===== config.mk =====
export PLATFORM = sky130hd
export DESIGN_NAME = feed_encoder
export DESIGN_NICKNAME = d
export VERILOG_FILES = /design/src/rtl/feed_encoder.sv
export SDC_FILE = /design/constraint.sdc
export NUM_CORES = 1
export LEC_CHECK = 0
export CAP_MARGIN = 0
export CORE_MARGIN = 4
export CORE_UTILIZATION = 44
export DETAILED_ROUTE_END_ITERATION = 10
export HOLD_SLACK_MARGIN = 0.12
export PLACE_DENSITY = 0.77
export SLEW_MARGIN = 40
export SYNTH_ARGS = -nofsm -noshare
export SYNTH_HDL_FRONTEND = slang
export SYNTH_SLANG_ARGS = --single-unit

===== constraint.sdc =====
create_clock -name clk -period 5.85 [get_ports clk]
set_clock_uncertainty 0.05 [all_clocks]
set_input_delay 0.585 -clock clk [delete_from_list [all_inputs] [get_ports clk]]
set_output_delay 0.585 -clock clk [all_outputs]
set_load 0.01 [all_outputs]

===== src/rtl/feed_encoder.sv =====
// feed_encoder: frames 128-bit messages into 64-bit Avalon-ST packets
// (one header beat, then hi/lo beats per message) with sequence and drop counters.
module feed_encoder #(
    parameter int          C_PKT_DATA_WIDTH = 64,
    parameter int          C_MSG_WIDTH      = 128,
    parameter logic [31:0] SEQ_INIT         = 32'h0000_0001
) (
    input  logic                        clk,
    input  logic                        reset,
    input  logic                        msg_valid,
    output logic                        msg_ready,
    input  logic                        msg_sop,
    input  logic [7:0]                  msg_cnt,
    input  logic [C_MSG_WIDTH-1:0]      msg_data,
    input  logic                        out_ready,
    output logic                        out_valid,
    output logic                        out_startofpacket,
    output logic                        out_endofpacket,
    output logic [C_PKT_DATA_WIDTH-1:0] out_data,
    output logic [5:0]                  out_empty,
    output logic                        out_error,
    output logic [31:0]                 seq_num,
    output logic [15:0]                 drop_cnt
);
    typedef enum logic [2:0] {IDLE, HDR, MSG_HI, MSG_LO, WAIT} state_t;
    state_t                 state_q, state_d;
    logic [C_MSG_WIDTH-1:0] msg_buf_q, msg_buf_d;
    logic [7:0]             cnt_q, cnt_d;
    logic [7:0]             remain_q, remain_d;
    logic                   err_q, err_d;
    logic [31:0]            seq_q, seq_d;
    logic [15:0]            drop_q, drop_d;
    logic                   last;

    assign last = remain_q == 8'd1;

    always_comb begin
        state_d   = state_q;
        msg_buf_d = msg_buf_q;
        cnt_d     = cnt_q;
        remain_d  = remain_q;
        err_d     = err_q;
        seq_d     = seq_q;
        drop_d    = drop_q;
        case (state_q)
            IDLE: begin
                if (msg_valid && msg_sop) begin
                    msg_buf_d = msg_data;
                    cnt_d     = (msg_cnt == 8'd0) ? 8'd1 : msg_cnt;
                    remain_d  = cnt_d;
                    err_d     = 1'b0;
                    state_d   = HDR;
                end else if (msg_valid) begin
                    drop_d = (drop_q == 16'hFFFF) ? drop_q : drop_q + 16'd1;
                end
            end
            HDR:    state_d = out_ready ? MSG_HI : HDR;
            MSG_HI: state_d = out_ready ? MSG_LO : MSG_HI;
            MSG_LO: begin
                if (out_ready && last) begin
                    state_d = IDLE;
                    seq_d   = seq_q + 32'd1;
                    err_d   = 1'b0;
                end else if (out_ready && msg_valid) begin
                    msg_buf_d = msg_data;
                    remain_d  = remain_q - 8'd1;
                    err_d     = err_q | msg_sop;
                    state_d   = MSG_HI;
                end else if (out_ready) begin
                    state_d = WAIT;
                end
            end
            WAIT: begin
                if (msg_valid) begin
                    msg_buf_d = msg_data;
                    remain_d  = remain_q - 8'd1;
                    err_d     = err_q | msg_sop;
                    state_d   = MSG_HI;
                end
            end
            default: state_d = IDLE;
        endcase
    end

    always_ff @(posedge clk or posedge reset) begin
        if (reset) begin
            state_q   <= IDLE;
            msg_buf_q <= '0;
            cnt_q     <= '0;
            remain_q  <= '0;
            err_q     <= 1'b0;
            seq_q     <= SEQ_INIT;
            drop_q    <= '0;
        end else begin
            state_q   <= state_d;
            msg_buf_q <= msg_buf_d;
            cnt_q     <= cnt_d;
            remain_q  <= remain_d;
            err_q     <= err_d;
            seq_q     <= seq_d;
            drop_q    <= drop_d;
        end
    end

    // Continuation acceptance in MSG_LO follows out_ready so the next hi beat follows without a gap.
    assign msg_ready = !reset && (state_q == IDLE || state_q == WAIT ||
                                  (state_q == MSG_LO && !last && out_ready));
    assign out_valid         = state_q == HDR || state_q == MSG_HI || state_q == MSG_LO;
    assign out_startofpacket = state_q == HDR;
    assign out_endofpacket   = state_q == MSG_LO && last;
    assign out_error         = out_endofpacket && err_q;
    assign out_empty         = '0;
    assign out_data = (state_q == HDR)    ? {seq_q, 8'h00, cnt_q, 16'd16} :
                      (state_q == MSG_HI) ? msg_buf_q[C_MSG_WIDTH-1 -: C_PKT_DATA_WIDTH] :
                      (state_q == MSG_LO) ? msg_buf_q[C_PKT_DATA_WIDTH-1:0] : '0;
    assign seq_num  = reset ? 32'd0 : seq_q;
    assign drop_cnt = drop_q;
endmodule


==> metrics.txt <==
Post-CTS Resized=0; Num CTS Buffers=17; drt total wl=~28000 um; Worst Path Arrival=around 3.1 ns; Max-slew headroom=0.522; core area=21400 um2; CTS H-tree lvls=4; CTS tree=done; Reg2Reg Setup Slack=roughly 3.0 ns; Layout area overhead=36.3%; gr ovfl total=0; hold_ws=roughly 0.41 ns; DR WL/cell=~17 um; Setup-failing EPs final=0; Ys Warns=0; Power Dens Cells=~440 nW/um2; Setup TNS=0 ns; Clock Tree Buf Depth=2; commonest register cell after synthesis=dfrtp_1; diode count=0; Mapped Area=between 9000 and 10000 um2; Worst R2R Path Depth=7; Max Slew Vio Count=0; global-route wire length before repair=around 44000 um; DP Worst Slack=roughly 2.4 ns; largest cells by area after synthesis=dfrtp_1 (50%), nand2_1 (16%), mux2i_1 (6.5%), nor2_1 (4.9%), a21oi_1 (3.0%); final worst-path cycle share=0.632; detailed placement HPWL=slightly below 20000 um; gr usage total=0.224; Filler Cells Inserted=between 1500 and 2000; startpoint class of the critical path=flip-flop; slew at the pin with the worst max-slew slack=0.716 ns; largest net degree at the start of global routing=~110; RSZ-0062 raised after global routing=false; worst skew pair latency=around 0.44 ns; Max-Cap Viols=0; DIE AREA=~24000 um2; WHS Path Cells=2; via count=between 8000 and 9000; fin crit period=3.70 ns; Final Hold Viols=0; Hold EP=msg_buf_q[4]$_DFFE_PP0P_; Starting Density=0.453; Worst Path Max Fanout=30; reg2reg start=state_q[0]$_DFFE_PP0P_; Reg clk slew, reported paths=approximately 0.07 ns; Critical Setup Path Class=reg -> out; leading area contributor after synthesis=dfrtp_1; Max Fclk=around 270 MHz; worst hold-check path type=reg -> reg; post-CTS setup buffer count=0; die height=approximately 160 um; reg2reg end=msg_buf_q[100]$_DFFE_PP0P_; Residual DRC=0; EDFF count, synth=0; vias per inst=between 5 and 6; async set or reset register ratio after synthesis=1.00; Peak VDD IR=about 280 uV; leak pwr=between 6 and 7 nW; Die Wd=between 150 and 200 um; Hold Crit Start=msg_buf_q[4]$_DFFE_PP0P_; register area share after synthesis=0.507; Final Wtd Congestion=0.848; io pins=264; most common cell in the synthesized netlist=nand2_1; number of global-route vias before repair=~8500; # rows=53; fraction of layout cells with a size suffix above 1=0.0539; Cell variety after synth=between 50 and 60; status=finished, final reports clean; Req. time, crit path=between 5 and 6 ns; Clock Tree Root=clkbuf_16; Sink Count=between 150 and 200; Synth Instances=1138; Routed Antenna Nets=0; Port-buffer cells=~260; antenna violations before repair=2; post-cts hold buffer count=0; Syn Area/Cell=around 8.5 um2; initial DRC count=~470; First-pass DRT Iterations=5; Yosys reg bits=between 150 and 200; endpoint type of the worst setup path=output pin; fin worst setup slack=~2.2 ns; most frequent cells after synthesis=nand2_1 (412), dfrtp_1 (195), nor2_1 (127); Post-layout nets=~1500; Yosys top cell area share=0.504
[how the worst max path moves through the flow]
| stage | startpoint | to | slack (ns) | cells after the start |
|---|---|---|---|---|
| after floorplan | reset | cnt_q[0]$_DFFE_PP0P_ | 2.43 | 2 |
| after global placement | state_q[0]$_DFFE_PP0P_ | out_data[62] | 2.32 | 4 |
| after detailed placement | state_q[0]$_DFFE_PP0P_ | seq_q[30]$_DFFE_PP0P_ | 2.44 | 6 |
| after CTS | state_q[0]$_DFFE_PP0P_ | out_endofpacket | 2.01 | 5 |
| after global routing | state_q[0]$_DFFE_PP0P_ | out_data[62] | 1.97 | 6 |
| final | state_q[0]$_DFFE_PP0P_ | out_data[62] | 2.15 | 6 |
[flip-flops by register name, summed over array words and instances, names as in the netlist]
| name | cells |
|---|---|
| state_q | 3 |
| msg_buf_q | 128 |
| remain_q | 8 |
| err_q | 1 |
| cnt_q | 8 |
| seq_q | 32 |
| drop_cnt | 16 |
[report_power, final]
part	switching [mW]	internal, mW	total (mW)
clock	0.555	0.657	1.21
combinational	1.27	1.10	2.37
sequential	0.369	1.85	2.22
total	2.19	3.60	5.80
[metrics by stage]
step / utilization / area (um2) / power [mW] / cells
after floorplan: - / 9700 / 3.59 / 1143
after global placement: 0.581 / 12400 / 4.48 / 1610
after detailed placement: 0.588 / 12600 / 4.60 / 1615
after CTS: 0.616 / 13200 / 5.83 / 1646
after global routing: 0.618 / 13200 / 6.21 / 1647
final: 0.618 / 13200 / 5.80 / 1647
[worst max-delay path, stage by stage, from the launching register on]
cell,delay (ns)
dfrtp_4,0.68
buf_12,0.29
nor2b_4,0.59
buf_16,0.23
a21oi_1,0.08
nor2_1,0.17
clkdlybuf4s50_1,0.57
[metal layers]
layer	global-route usage	share of wire	vias up
met5	0	0.0012	-
met3	0.0570	0.073	48
met4	0.0806	0.029	4
met2	0.373	0.48	282
met1	0.285	0.41	4049
li1	-	-	4118
[placed cells by master, fill, tap and decap left out, drive strengths merged, types with 3 or more instances in the layout]
master         synthesis  layout
inv                    8      15
and2                   3       3
a31oi                  3       3
ha                     4       4
and3                   6       6
nand4                 12      12
xnor2                 31      31
clkinv                 0       3
nor3                   9       9
nor4                   8       8
nand2b                 3       3
o2bb2ai                4       4
nand2                412     412
nand4b                 3       3
a21oi                 58      58
nor2b                 34      34
a22oi                  3       3
and4                   6       6
buf                   23      13
mux2i                 63      63
nand3                 27      27
dfrtp                195     195
clkbuf                49      18
mux2                   9       9
o21ai                  6       6
nor2                 127     127
conb                   1       6
xor2                  11      11
clkdlybuf4s50          0     257
[final cells by class]
type / count / area, um2 / share of cell area
clock inverters: 13 / 160 / 0.0121
flip-flops and latches: 196 / 4910 / 0.372
clock buffers: 18 / 439 / 0.0333
repair buffers: 270 / 2790 / 0.212
multi-input cells: 867 / 4510 / 0.342
well taps: 275 / 344 / 0.0261
inverters: 8 / 35.0 / 0.00266
[kinds of logic after synthesis]
| kind of cell | count (synthesis) | synth area share |
|---|---|---|
| flip-flops | 196 | 0.507 |
| adder cells (fa/ha/maj) | 4 | 0.00517 |
| XOR/XNOR | 42 | 0.0380 |
| multiplexers | 72 | 0.0756 |
| other | 1 | 0.000388 |
| buffers and inverters | 80 | 0.0343 |
| AO/OA/AOI/OAI | 84 | 0.0498 |
| AND/OR/NAND/NOR | 659 | 0.290 |
(Power assumes the default switching activity.)
